$ cat src/rtl/multiword_add_seq.sv
// multiword_add_seq: streams WORDS x 32-bit add/subtract operations through an
// external 32-bit combinational adder, least-significant word first. The adder
// inputs are driven straight from the presented word. The 33-bit adder result
// is captured into a one-deep output register. The carry is fed back to the
// next word of the same operation.
module multiword_add_seq #(
  parameter int unsigned WORDS = 4
) (
  input  logic        clk,
  input  logic        rst,
  input  logic        in_valid,
  output logic        in_ready,
  input  logic [31:0] in_a,
  input  logic [31:0] in_b,
  input  logic        in_cin,
  input  logic        in_sub,
  output logic [31:0] add_a,
  output logic [31:0] add_b,
  output logic        add_cin,
  input  logic [32:0] add_sum,
  output logic        out_valid,
  input  logic        out_ready,
  output logic [31:0] out_sum,
  output logic        out_last,
  output logic        out_carry,
  output logic        busy
);

  localparam int unsigned   CW   = (WORDS > 1) ? $clog2(WORDS) : 1;
  localparam logic [CW-1:0] LAST = CW'(WORDS - 1);

  logic [CW-1:0] cnt_q, cnt_d;
  logic          carry_q, carry_d;
  logic          sub_q, sub_d;
  logic          out_valid_q, out_valid_d;
  logic [31:0]   out_sum_q, out_sum_d;
  logic          out_last_q, out_last_d;
  logic          out_carry_q, out_carry_d;

  logic first;
  logic eff_sub;
  logic is_last;
  logic accept;

  // Adder drive and handshake: purely combinational from the presented word.
  always_comb begin
    first    = (cnt_q == '0);
    is_last  = (cnt_q == LAST);
    eff_sub  = first ? in_sub : sub_q;
    add_a    = in_a;
    add_b    = eff_sub ? ~in_b : in_b;
    // Word 0 of a subtract forces the +1 of the two's complement.
    add_cin  = first ? (in_sub | in_cin) : carry_q;
    in_ready = !out_valid_q || out_ready;
    accept   = in_valid && in_ready;
  end

  // Next-state: capture adder result on accept, otherwise drain or hold.
  always_comb begin
    cnt_d       = cnt_q;
    carry_d     = carry_q;
    sub_d       = sub_q;
    out_valid_d = out_valid_q;
    out_sum_d   = out_sum_q;
    out_last_d  = out_last_q;
    out_carry_d = out_carry_q;
    if (accept) begin
      out_valid_d = 1'b1;
      out_sum_d   = add_sum[31:0];
      carry_d     = add_sum[32];
      out_last_d  = is_last;
      out_carry_d = is_last ? add_sum[32] : 1'b0;
      if (first) begin
        sub_d = in_sub;
      end
      cnt_d = is_last ? '0 : cnt_q + 1'b1;
    end else if (out_ready && out_valid_q) begin
      out_valid_d = 1'b0;
    end
  end

  // State registers with synchronous active-high reset.
  always_ff @(posedge clk) begin
    if (rst) begin
      cnt_q       <= '0;
      carry_q     <= 1'b0;
      sub_q       <= 1'b0;
      out_valid_q <= 1'b0;
      out_sum_q   <= '0;
      out_last_q  <= 1'b0;
      out_carry_q <= 1'b0;
    end else begin
      cnt_q       <= cnt_d;
      carry_q     <= carry_d;
      sub_q       <= sub_d;
      out_valid_q <= out_valid_d;
      out_sum_q   <= out_sum_d;
      out_last_q  <= out_last_d;
      out_carry_q <= out_carry_d;
    end
  end

  // Output register fields and status.
  always_comb begin
    out_valid = out_valid_q;
    out_sum   = out_sum_q;
    out_last  = out_last_q;
    out_carry = out_carry_q;
    busy      = (cnt_q != '0);
  end

endmodule

$ cat config.mk
export PLATFORM = sky130hd
export DESIGN_NAME = multiword_add_seq
export DESIGN_NICKNAME = d
export VERILOG_FILES = /design/src/rtl/multiword_add_seq.sv
export SDC_FILE = /design/constraint.sdc
export NUM_CORES = 1
export LEC_CHECK = 0
export ABC_AREA = 1
export ABC_CLOCK_PERIOD_IN_PS = 4450
export CORE_MARGIN = 2
export CORE_UTILIZATION = 34
export CTS_CLUSTER_DIAMETER = 50
export CTS_CLUSTER_SIZE = 20
export DETAILED_ROUTE_END_ITERATION = 10
export GPL_ROUTABILITY_DRIVEN = 0
export PLACE_DENSITY = 0.9
export SKIP_CTS_REPAIR_TIMING = 1
export SYNTH_ARGS = -nofsm -noshare
export SYNTH_HDL_FRONTEND = slang
export SYNTH_SLANG_ARGS = --single-unit
export TNS_END_PERCENT = 30
$ cat constraint.sdc
create_clock -name clk -period 4.45 [get_ports clk]
set_clock_uncertainty 0.1 [all_clocks]
set_input_delay 0.89 -clock clk [delete_from_list [all_inputs] [get_ports clk]]
set_output_delay 0.89 -clock clk [all_outputs]
set_load 0.1 [all_outputs]
### Word-level counts from Yosys, hierarchy flattened

Index checks and enable logic that the tools add are counted.

* reductions and logical operators: 7
* multiplexer cells: 7
* bitwise logic cells: 2
* eq/ne operators: 1
* $add $sub $neg: 1

Operators with widths (number)
* $mux W32: 1
* $not A32 Y32: 1
* $mux W1: 5
* $reduce_bool A2 Y1: 2
* $add A2 B1 Y2 const B: 1
* $eq A2 B2 Y1 const B: 1
* $logic_and A1 B1 Y1: 2
* $logic_not A2 Y1: 1
* $mux W2: 1
* $logic_not A1 Y1: 1
* $logic_or A1 B1 Y1: 1
* $or A1 B1 Y1: 1

* bits of input ports: 103
* logic and storage cells: 25
* output and inout port bits: 102
* bits in registers: 39

### Depth between registers and ports, before layout

Gate-level depths: netlist of the first run.

* word-level depth: 4
* mapped depth: 7
* gate-level depth less buffers: 7

### Least setup slack after synthesis of the first run

No wires, ideal clock.

* path kind: reg-to-output
* start point: reg cnt_q[0]
* end point: out add_b[0]
* cell stages (with the launch flop): 8
* arrival time: 3142 ps
* data required time: 3460 ps
* path buffers: 1
* setup slack: 318 ps
* cell sequence: dfxtp_1 -> inv_1 -> ha_1 -> inv_1 -> nand2_1 -> nand2_2 -> buf_6 -> xor2_1

* word-level cells in the longest chain between the ends: 3

RTL lines
* start: declaration: line 32 `logic [CW-1:0] cnt_q, cnt_d;`
* start signal: assignment: line 93 `cnt_q <= cnt_d;`
* $logic_not A2 Y1: line 47 `first = (cnt_q == '0);`
* $mux W1
* $mux W32: line 51 `add_b = eff_sub ? ~in_b : in_b;`
* end: declaration: line 18 `output logic [31:0] add_b,`

No other way between the ends.

### Final worst setup path of the first run

* start point: in in_sub
* end point: out add_b[2]

* word-level cells in the longest chain between the ends: 2

RTL lines
* start: declaration: line 16 `input logic in_sub,`
* $mux W1
* $mux W32: line 51

No other way between the ends.

==> results of run 1 <==
-- worst paths after layout --
| check | from | to | depth (start not counted) |
|---|---|---|---|
| worst max register to register | out_valid | out_sum[3] | 3 |
| worst min-delay path | out_sum[30] | out_sum[30] | 2 |
| worst max-delay path | in_sub | add_b[2] | 6 |
| worst min register to register | out_sum[30] | out_sum[30] | 2 |
-- cell type report --
type	count	share of cell area, %
clock buffer	5	1.955
clock inverter	3	1.244
inverter	42	4.478
multi-input combinational	198	27.97
sequential	39	22.17
tap	77	2.736
timing repair buffer	143	39.45
-- cells in the mapped netlist, drive strengths merged --
cell / n
nand2: 48
buf: 48
dfxtp: 39
ha: 2
xor2: 32
a21oi: 2
nor2: 76
clkbuf: 2
inv: 42
o21ai: 1
nand3: 37
-- sequential cells by signal, summed over array words and instances (netlist names) --
register	cells
out_last	1
sub_q	1
out_valid	1
out_sum	32
carry_q	1
out_carry	1
cnt_q	2
-- routing by layer --
| metal | vias up | track usage (%) |
|---|---|---|
| met4 | 0 | 6.926 |
| met5 | - | 0 |
| li1 | 1138 | - |
| met2 | 99 | 32.77 |
| met3 | 18 | 5.486 |
| met1 | 1008 | 18.50 |
-- tightest hold or removal path, delay by kind of cell (launching register included) --
family | cells | cell delay, ns
flops | 1 | 0.33
simple gates | 2 | 0.11
-- power breakdown --
| group | leakage [nW] | internal, W | switching, W |
|---|---|---|---|
| clock network | 0.0581 | 0.000167 | 0.000125 |
| logic | 1.34 | 0.000228 | 0.000738 |
| registers | 0.324 | 0.000376 | 0.0000153 |
| total | 1.73 | 0.000771 | 0.000879 |
-- kinds of logic after synthesis --
logic type,after synthesis
xor+xnor,32
fa+ha+maj,2
buf+inv,92
simple gates,161
flops,39
compound gates,3
-- metrics by stage --
stage / setup WS (ns) / instances / total power (W)
floorplan: 0.3176 / 329 / 0.001270
global placement: 0.9812 / 499 / 0.001358
detailed placement: 0.9182 / 499 / 0.001368
CTS: 0.9182 / 507 / 0.001666
global route: 0.8343 / 507 / 0.001715
finish: 0.9334 / 507 / 0.001650
==> impl_results.md, run 1 <==
* Footprint of the multi-input gates at 984.7 um2
* Slowest CP cell: clkdlybuf4s50_1
* Compound-cell area share of the yosys netlist at 1.149%
* Syn Nets at 434
* Buf/Inv on CP at 3
* CP Max Fanout at 27
* Crit-path max cell delay at 0.47 ns
* Fin Setup TNS at 0 ns
* Yosys reg bits at 39
* Share of layout cells above drive strength 1 at 11.16%
* Distinct cells, synth at 17
* Worst-Margin Slew at 1.190 ns
* First-pass GRT wire length at 10490 um
* Cell Pwr Density at 468.7 nW/um2
* Vias at 2263
* Cells taking the most area after synthesis: dfxtp_1 (34%), nor2_1 (12%), xor2_1 (12%)
* GRT overflow at 0
* Drt drc at 0
* XOR/XNOR Fraction of Synth Area at 12.26%
* Post-DR vias/cell at 4.464
* Total of max-cap violations at 0
* Endpoints failing setup at 0
* Total CTS buffers at 5
* Slew margin rel. at 20.61%
* Cell accounting for the most synthesized area: dfxtp_1
* Commonest non-fill, non-tap cell in the layout: clkdlybuf4s50_1
* Die Wd at 86.00 um
* Nature of the critical path startpoint: input pin
* Post-Synth Simple-Gate Area at 28.57%
* Status: finished clean
* Design area at 3521 um2
* Vias in the first global route at 2270
* CP endpoint kind: primary output
* WL per Instance at 12.89 um
* Post-layout util at 54.82%
* Antenna Nets Post-Route at 0
* # port buffers at 140
* Post-synthesis mux area share at 0%
* Largest net degree at the start of global routing at 40
* Tmin final at 3.517 ns
* R2r setup slk at 2.93 ns
* Crit path max-delay family: buffers and inverters
* Synth Area in Adders at 1.095%
* Worst EP required at 3.46 ns
* Uppermost layer routed: met4
* Fin. max-slew vios at 0
* Initial antenna violation count at 0
* Core area at 6422 um2
* Mean Syn Cell Area at 6.948 um2
* Register Area at 780.7 um2
* Post-placement cell area at 3408 um2
* H-tree depth at 2
* Pre-antenna DRT Iters at 4
* Chip height at 86.00 um
* Synth top area share at 34.15%
* N_diodes at 0
* CTS tree: done
* Initial Util at 35.59%
* Layout net count at 534
* Worst-Skew Late Latency at 0.28 ns
* DRT met1 WL at 2439 um
* Post-Syn Instances at 329
* Period utilisation layout at 79.03%
* Crit path DAT at 2.53 ns
* Row count at 29
* Ports at 205
* Fmax at 284.4 MHz
* Worst-path clk slew at 0.08 ns
* Total GRT Usage at 17.71%
* Hpwl dp at 4982 um
* Clock root cell: clkbuf_8
* Max IR drop VDD at 0.0002081 V
* Filler instances at 591
* Synth-to-layout area growth at 54.02%
* Largest family of logic cells by synthesized area: simple AND/OR/NAND/NOR gates
* DIE AREA at 7395 um2
* Met3 Routed Length at 584 um
* Sequential share of the synthesized area at 34.15%
* Final Hold Viols at 0
* HP Class: reg -> reg
* Mapped Area at 2286 um2
* Yosys warnings at 0
* Hold WS at 0.3702 ns
* Crit path cell chain: clkdlybuf4s50_1, nand2_1, nand2_2, buf_4, xor2_1, buf_4
* Most frequent CP cell: buf_4
* Iteration-0 DRC Markers at 84
* Worst setup path category: in -> out
* Final wirelength at 6533 um
* Leakage power at 1.726 nW
* Clock buffer depth at 2
* Met2 wire len at 3361 um
* CTS Sinks at 39
* Unrepaired setup endpoints after global routing: false
* Most frequent cells in the layout: clkdlybuf4s50_1 (106), nor2_1 (76), nand2_1 (47), inv_1 (41), dfxtp_1 (39)
(Power assumes the default switching activity.)
==> run 2, diff against run 1 <==
--- a/config.mk
+++ b/config.mk
@@ -6,14 +6,14 @@
 export NUM_CORES = 1
 export LEC_CHECK = 0
 export ABC_AREA = 1
-export ABC_CLOCK_PERIOD_IN_PS = 4450
+export ABC_CLOCK_PERIOD_IN_PS = 3400
 export CORE_MARGIN = 2
-export CORE_UTILIZATION = 34
+export CORE_UTILIZATION = 31
 export CTS_CLUSTER_DIAMETER = 50
 export CTS_CLUSTER_SIZE = 20
 export DETAILED_ROUTE_END_ITERATION = 10
 export GPL_ROUTABILITY_DRIVEN = 0
-export PLACE_DENSITY = 0.9
+export PLACE_DENSITY = 0.83
 export SKIP_CTS_REPAIR_TIMING = 1
 export SYNTH_ARGS = -nofsm -noshare
 export SYNTH_HDL_FRONTEND = slang
==> constraint.sdc (replaced) <==
create_clock -name clk -period 3.4 [get_ports clk]
set_clock_uncertainty 0.1 [all_clocks]
set_input_delay 0.68 -clock clk [delete_from_list [all_inputs] [get_ports clk]]
set_output_delay 0.68 -clock clk [all_outputs]
set_load 0.1 [all_outputs]
==> run 2 against run 1 <==
- combinational power rose by 50%
- critical endpoint is now add_b[20]
- highest routed layer unchanged
- critical path depth unchanged
- worst hold slack improved by 0.0014 ns
- largest cell class unchanged
==> impl_results.md, run 2 (synthesized netlist as in run 1, its figures left out) <==
* Status: finished clean
* Total GRT Usage at 16.23%
* Pre-antenna DRT Iters at 4
* Drt drc at 0
* Total of max-cap violations at 0
* H-tree depth at 2
* Largest register FFs at 32
* Vias in the first global route at 2299
* Crit path DAT at 2.05 ns
* Share of layout cells above drive strength 1 at 19.91%
* Switching share of power at 51.15%
* Share of power burned in the clock network at 14.9%
* Fmax at 353.5 MHz
* Post-placement cell area at 3736 um2
* Design area at 3840 um2
* Total CTS buffers at 5
* N_diodes at 0
* Worst-Margin Slew at 0.5671 ns
* GRT overflow at 0
* Largest net degree at the start of global routing at 40
* Vias at 2307
* Filler instances at 680
* Antenna Nets Post-Route at 0
* Final Hold Viols at 0
* Layout net count at 536
* Commonest non-fill, non-tap cell in the layout: nor2_1
* Tmin final at 2.829 ns
* Row count at 31
* Flop pwr share at 22.2%
* Final WS setup at 0.5711 ns
* Switching power at 0.001183 W
* Iteration-0 DRC Markers at 82
* Worst-Skew Late Latency at 0.28 ns
* Most frequent cells in the layout: nor2_1 (76), clkdlybuf4s50_1 (70), nand2_1 (47), inv_1 (41), buf_4 (41)
* P_int at 0.001129 W
* CTS tree: done
* CP endpoint kind: primary output
* Clock root cell: clkbuf_8
* Fin. max-slew vios at 0
* Core area at 7214 um2
* Nature of the critical path startpoint: input pin
* Cell Pwr Density at 602.1 nW/um2
* Worst EP required at 2.62 ns
* Leakage power at 1.922 nW
* Worst setup path category: in -> out
* Die Wd at 89.87 um
* Footprint of the multi-input gates at 984.7 um2
* Post-DR vias/cell at 4.345
* CTS Sinks at 39
* Slew margin rel. at 62.15%
* Post-layout util at 53.23%
* HP Class: reg -> reg
* Final wirelength at 6541 um
* Max IR drop VDD at 0.0002081 V
* Endpoints failing setup at 0
* Ports at 205
* Register Area at 780.7 um2
* WL per Instance at 12.32 um
* Clock buffer depth at 2
* Initial antenna violation count at 0
* Fin Setup TNS at 0 ns
* Synth-to-layout area growth at 67.98%
* CP Max Fanout at 33
* First-pass GRT wire length at 10910 um
* # port buffers at 140
* Worst-path clk slew at 0.07 ns
* Hpwl dp at 5091 um
* DIE AREA at 8077 um2
* Pre-CTS setup slack at 0.5509 ns
* Period utilisation layout at 83.20%
* Comb power frac at 62.9%
* Unrepaired setup endpoints after global routing: false
* Chip height at 89.87 um
* Initial Util at 31.69%
## run 2: cell types whose count changed in the layout (fill, tap and decap cells not counted)
| cell | before | now |
|---|---|---|
| clkdlybuf4s50_1 | 106 | 70 |
| buf_12 | 4 | 34 |
| buf_4 | 33 | 41 |
| clkbuf_8 | 5 | 7 |
| bufinv_16 | 1 | 0 |
| clkinv_2 | 1 | 0 |
| clkinv_4 | 1 | 0 |
| clkinvlp_4 | 0 | 1 |
## run 2: per-layer routing
metal	up-vias	global-route usage [%]	share of wire [%]
li1	1143	-	-
met1	1038	17.19	38
met2	109	30.68	52
met3	17	4.610	7.2
met4	0	5.513	2.4
met5	-	0	0
## run 2: stage by stage
step	power (W)	instances	hold slack [ns]
final	0.002312	531	0.3716
after global routing	0.002394	531	0.3984
after CTS	0.002331	531	0.3770
after detailed placement	0.001986	523	0.3571
after global placement	0.001965	523	0.3521
after floorplan	0.001662	329	0.3399
## run 2: power by group through the flow
stage / sequential (W) / combinational [W] / clock (W)
floorplan: 0.000748 / 0.000914 / 0
global placement: 0.000522 / 0.00144 / 0
detailed placement: 0.000524 / 0.00146 / 0
CTS: 0.000514 / 0.00146 / 0.000354
global route: 0.000518 / 0.00150 / 0.000376
finish: 0.000513 / 0.00145 / 0.000345
## run 2: final cells by class
class,instances,area share [%]
inverters,42,4.106
flip-flops and latches,39,20.33
clock buffers,7,2.509
repair buffers,145,43.99
clock inverters,1,0.1955
well taps,99,3.226
multi-input cells,198,25.64
## run 2: worst paths after layout
| check | from | endpoint | slack (ns) | depth (start not counted) |
|---|---|---|---|---|
| worst min-delay path | out_sum[28] | out_sum[28] | 0.37 | 2 |
| worst min register to register | out_sum[28] | out_sum[28] | 0.37 | 2 |
| worst max register to register | cnt_q[0] | sub_q | 1.93 | 8 |
| worst max-delay path | in_sub | add_b[20] | 0.57 | 6 |
## run 2: worst max-delay path: stages
cell	delay [ns]
clkdlybuf4s50_1	0.47
nand2_1	0.07
nand2_2	0.09
buf_12	0.22
xor2_1	0.29
buf_12	0.22
==> run 3, diff against run 2 <==
--- a/config.mk
+++ b/config.mk
@@ -6,14 +6,14 @@
 export NUM_CORES = 1
 export LEC_CHECK = 0
 export ABC_AREA = 1
-export ABC_CLOCK_PERIOD_IN_PS = 3400
+export ABC_CLOCK_PERIOD_IN_PS = 2520
 export CORE_MARGIN = 2
-export CORE_UTILIZATION = 31
+export CORE_UTILIZATION = 28
 export CTS_CLUSTER_DIAMETER = 50
 export CTS_CLUSTER_SIZE = 20
 export DETAILED_ROUTE_END_ITERATION = 10
 export GPL_ROUTABILITY_DRIVEN = 0
-export PLACE_DENSITY = 0.83
+export PLACE_DENSITY = 0.8
 export SKIP_CTS_REPAIR_TIMING = 1
 export SYNTH_ARGS = -nofsm -noshare
 export SYNTH_HDL_FRONTEND = slang
==> constraint.sdc (replaced) <==
create_clock -name clk -period 2.52 [get_ports clk]
set_clock_uncertainty 0.1 [all_clocks]
set_input_delay 0.504 -clock clk [delete_from_list [all_inputs] [get_ports clk]]
set_output_delay 0.504 -clock clk [all_outputs]
set_load 0.1 [all_outputs]
==> run 3 against run 2 <==
- cell count grew 1.3%
- critical endpoint is now add_b[1]
- worst setup slack got worse by 0.49 ns
- non-clock buffer count rose by 4
- die area grew 10%
- clock power grew 18%
- routed wire length grew 3.4%
- first-iteration DRC count is 55% lower
- sequential power increased by 35%
==> impl_results.md, run 3 (synthesized netlist as in run 1, its figures left out) <==
* Commonest non-fill, non-tap cell in the layout: nor2_1
* Antenna Nets Post-Route at 0
* Worst-Margin Slew at 0.5570 ns
* Share of power burned in the clock network at 12.3%
* Switching share of power at 51.56%
* Hold WS at 0.3705 ns
* Chip height at 94.36 um
* Final Hold Viols at 0
* Initial Util at 29.28%
* DIE AREA at 8903 um2
* Drt drc at 0
* Reg2reg start: cnt_q[0]
* Core area at 7807 um2
* Die Wd at 94.36 um
* Layout net count at 540
* WL per Instance at 12.57 um
* Comb power frac at 66.6%
* CP endpoint kind: primary output
* FF-to-FF path depth at 8
* Fmax at 410.1 MHz
* Max IR drop VDD at 0.0003351 V
* P_int at 0.001595 W
* Fin. max-slew vios at 0
* Total CTS buffers at 5
* Leakage power at 2.056 nW
* HP Class: reg -> reg
* First-pass GRT wire length at 11180 um
* Cell Pwr Density at 722.9 nW/um2
* Tmin final at 2.439 ns
* Switching power at 0.001698 W
* CP Max Fanout at 11
* Most frequent CP cell: buf_12
* Dpl cells at 530
* Period utilisation layout at 96.77%
* CTS Sinks at 39
* Worst-Skew Late Latency at 0.28 ns
* R2r setup slk at 1.07 ns
* Clock buffer depth at 2
* Iteration-0 DRC Markers at 37
* H-tree depth at 2
* Row count at 32
* CTS tree: done
* Non-filler instance count after layout at 538
* Reg-to-Reg End: sub_q
* Final wirelength at 6765 um
* Initial antenna violation count at 0
* Nature of the critical path startpoint: input pin
* Hold Path Cell Cnt at 2
* Hpwl dp at 5428 um
* Status: finished clean
* Flop pwr share at 21.1%
* Most frequent cells in the layout: nor2_1 (76), clkdlybuf4s50_1 (70), nand2_1 (45), buf_4 (41), inv_1 (38)
* N_diodes at 0
* Post-layout util at 58.35%
* Pre-antenna DRT Iters at 4
* Met2 wire len at 3479 um
* Post-DR vias/cell at 4.245
* Met3 Routed Length at 674 um
* Worst setup path category: in -> out
* Ports at 205
* Vias in the first global route at 2350
* DRT met1 WL at 2562 um
* # port buffers at 140
* Total of max-cap violations at 0
* Share of layout cells above drive strength 1 at 29.59%
* GRT overflow at 0
* Endpoints failing setup at 0
* Crit-path max cell delay at 0.49 ns
* Uppermost layer routed: met4
* Worst EP required at 1.92 ns
* Largest net degree at the start of global routing at 40
* Synth-to-layout area growth at 99.29%
* Crit path DAT at 1.83 ns
* Total GRT Usage at 15.80%
* Hold Path Sink: out_sum[23]
* Crit path cell chain: clkdlybuf4s50_1, nand2_2, nand2_8, buf_12, xor2_4, buf_12
* Hold_sp: out_sum[23]
* Slew margin rel. at 62.83%
* Vias at 2284
* Slowest CP cell: clkdlybuf4s50_1
* Clock root cell: clkbuf_8
* Worst-path clk slew at 0.07 ns
* Largest register FFs at 32
* Unrepaired setup endpoints after global routing: false
## run 3: cell count changes in the layout (fill, tap and decap cells not counted), moves of 2 or more
cell and delta:
xor2_1 -32, xor2_4 +32, buf_12 +3, inv_1 -3, clkbuf_8 -2, dfxtp_1 -2
dfxtp_2 +2, inv_2 +2, nand2_1 -2
## run 3: routing by layer
layer  GRT usage (%)  vias to the layer above
met5               0                        -
met4           3.140                        0
met3           5.507                       14
met2           27.68                       94
met1           18.83                     1043
li1                -                     1133
## run 3: power by group through the flow
| stage | clock network, W | registers (W) | logic (W) |
|---|---|---|---|
| finish | 0.000406 | 0.000694 | 0.00219 |
| global placement | 0 | 0.000706 | 0.00218 |
| CTS | 0.000424 | 0.000695 | 0.00221 |
| floorplan | 0 | 0.00101 | 0.00142 |
| global route | 0.000450 | 0.000701 | 0.00228 |
| detailed placement | 0 | 0.000708 | 0.00221 |
## run 3: final cells by class
cell class,count,area [um2]
Clock buffer,6,72.57
Fill cell,667,3252
Timing Repair Buffer,149,1777
Multi-Input combinational cell,198,1622
Inverter,42,161.4
Clock inverter,2,12.51
Sequential cell,39,783.3
Tap cell,102,127.6
## run 3: stage by stage
step / setup WS (ns) / total power (W) / area (um2) / setup TNS (ns)
6_report: 0.08146 / 0.003293 / 4556 / 0
5_1_grt: 0.01950 / 0.003426 / 4556 / 0
4_1_cts: 0.004180 / 0.003328 / 4546 / 0
3_5_place_dp: 0.008972 / 0.002915 / 4461 / 0
3_3_place_gp: 0.05837 / 0.002883 / 4461 / 0
2_1_floorplan: -0.2252 / 0.002426 / 2960 / -6.330
## run 3: how the worst max path moves through the flow
stage | start | to | cells past startpoint
after floorplan | cnt_q[1] | add_b[0] | 7
after global placement | in_sub | add_b[20] | 6
after detailed placement | in_sub | add_b[21] | 6
after CTS | in_sub | add_b[21] | 6
after global routing | in_sub | add_b[21] | 6
final | in_sub | add_b[1] | 6
## run 3: critical path: cells and delay by family
| kind | cells | cell delay (ns) |
|---|---|---|
| xor gates and xnor gates | 1 | 0.19 |
| buffers and inverters | 3 | 0.91 |
| and+or+nand+nor | 2 | 0.22 |
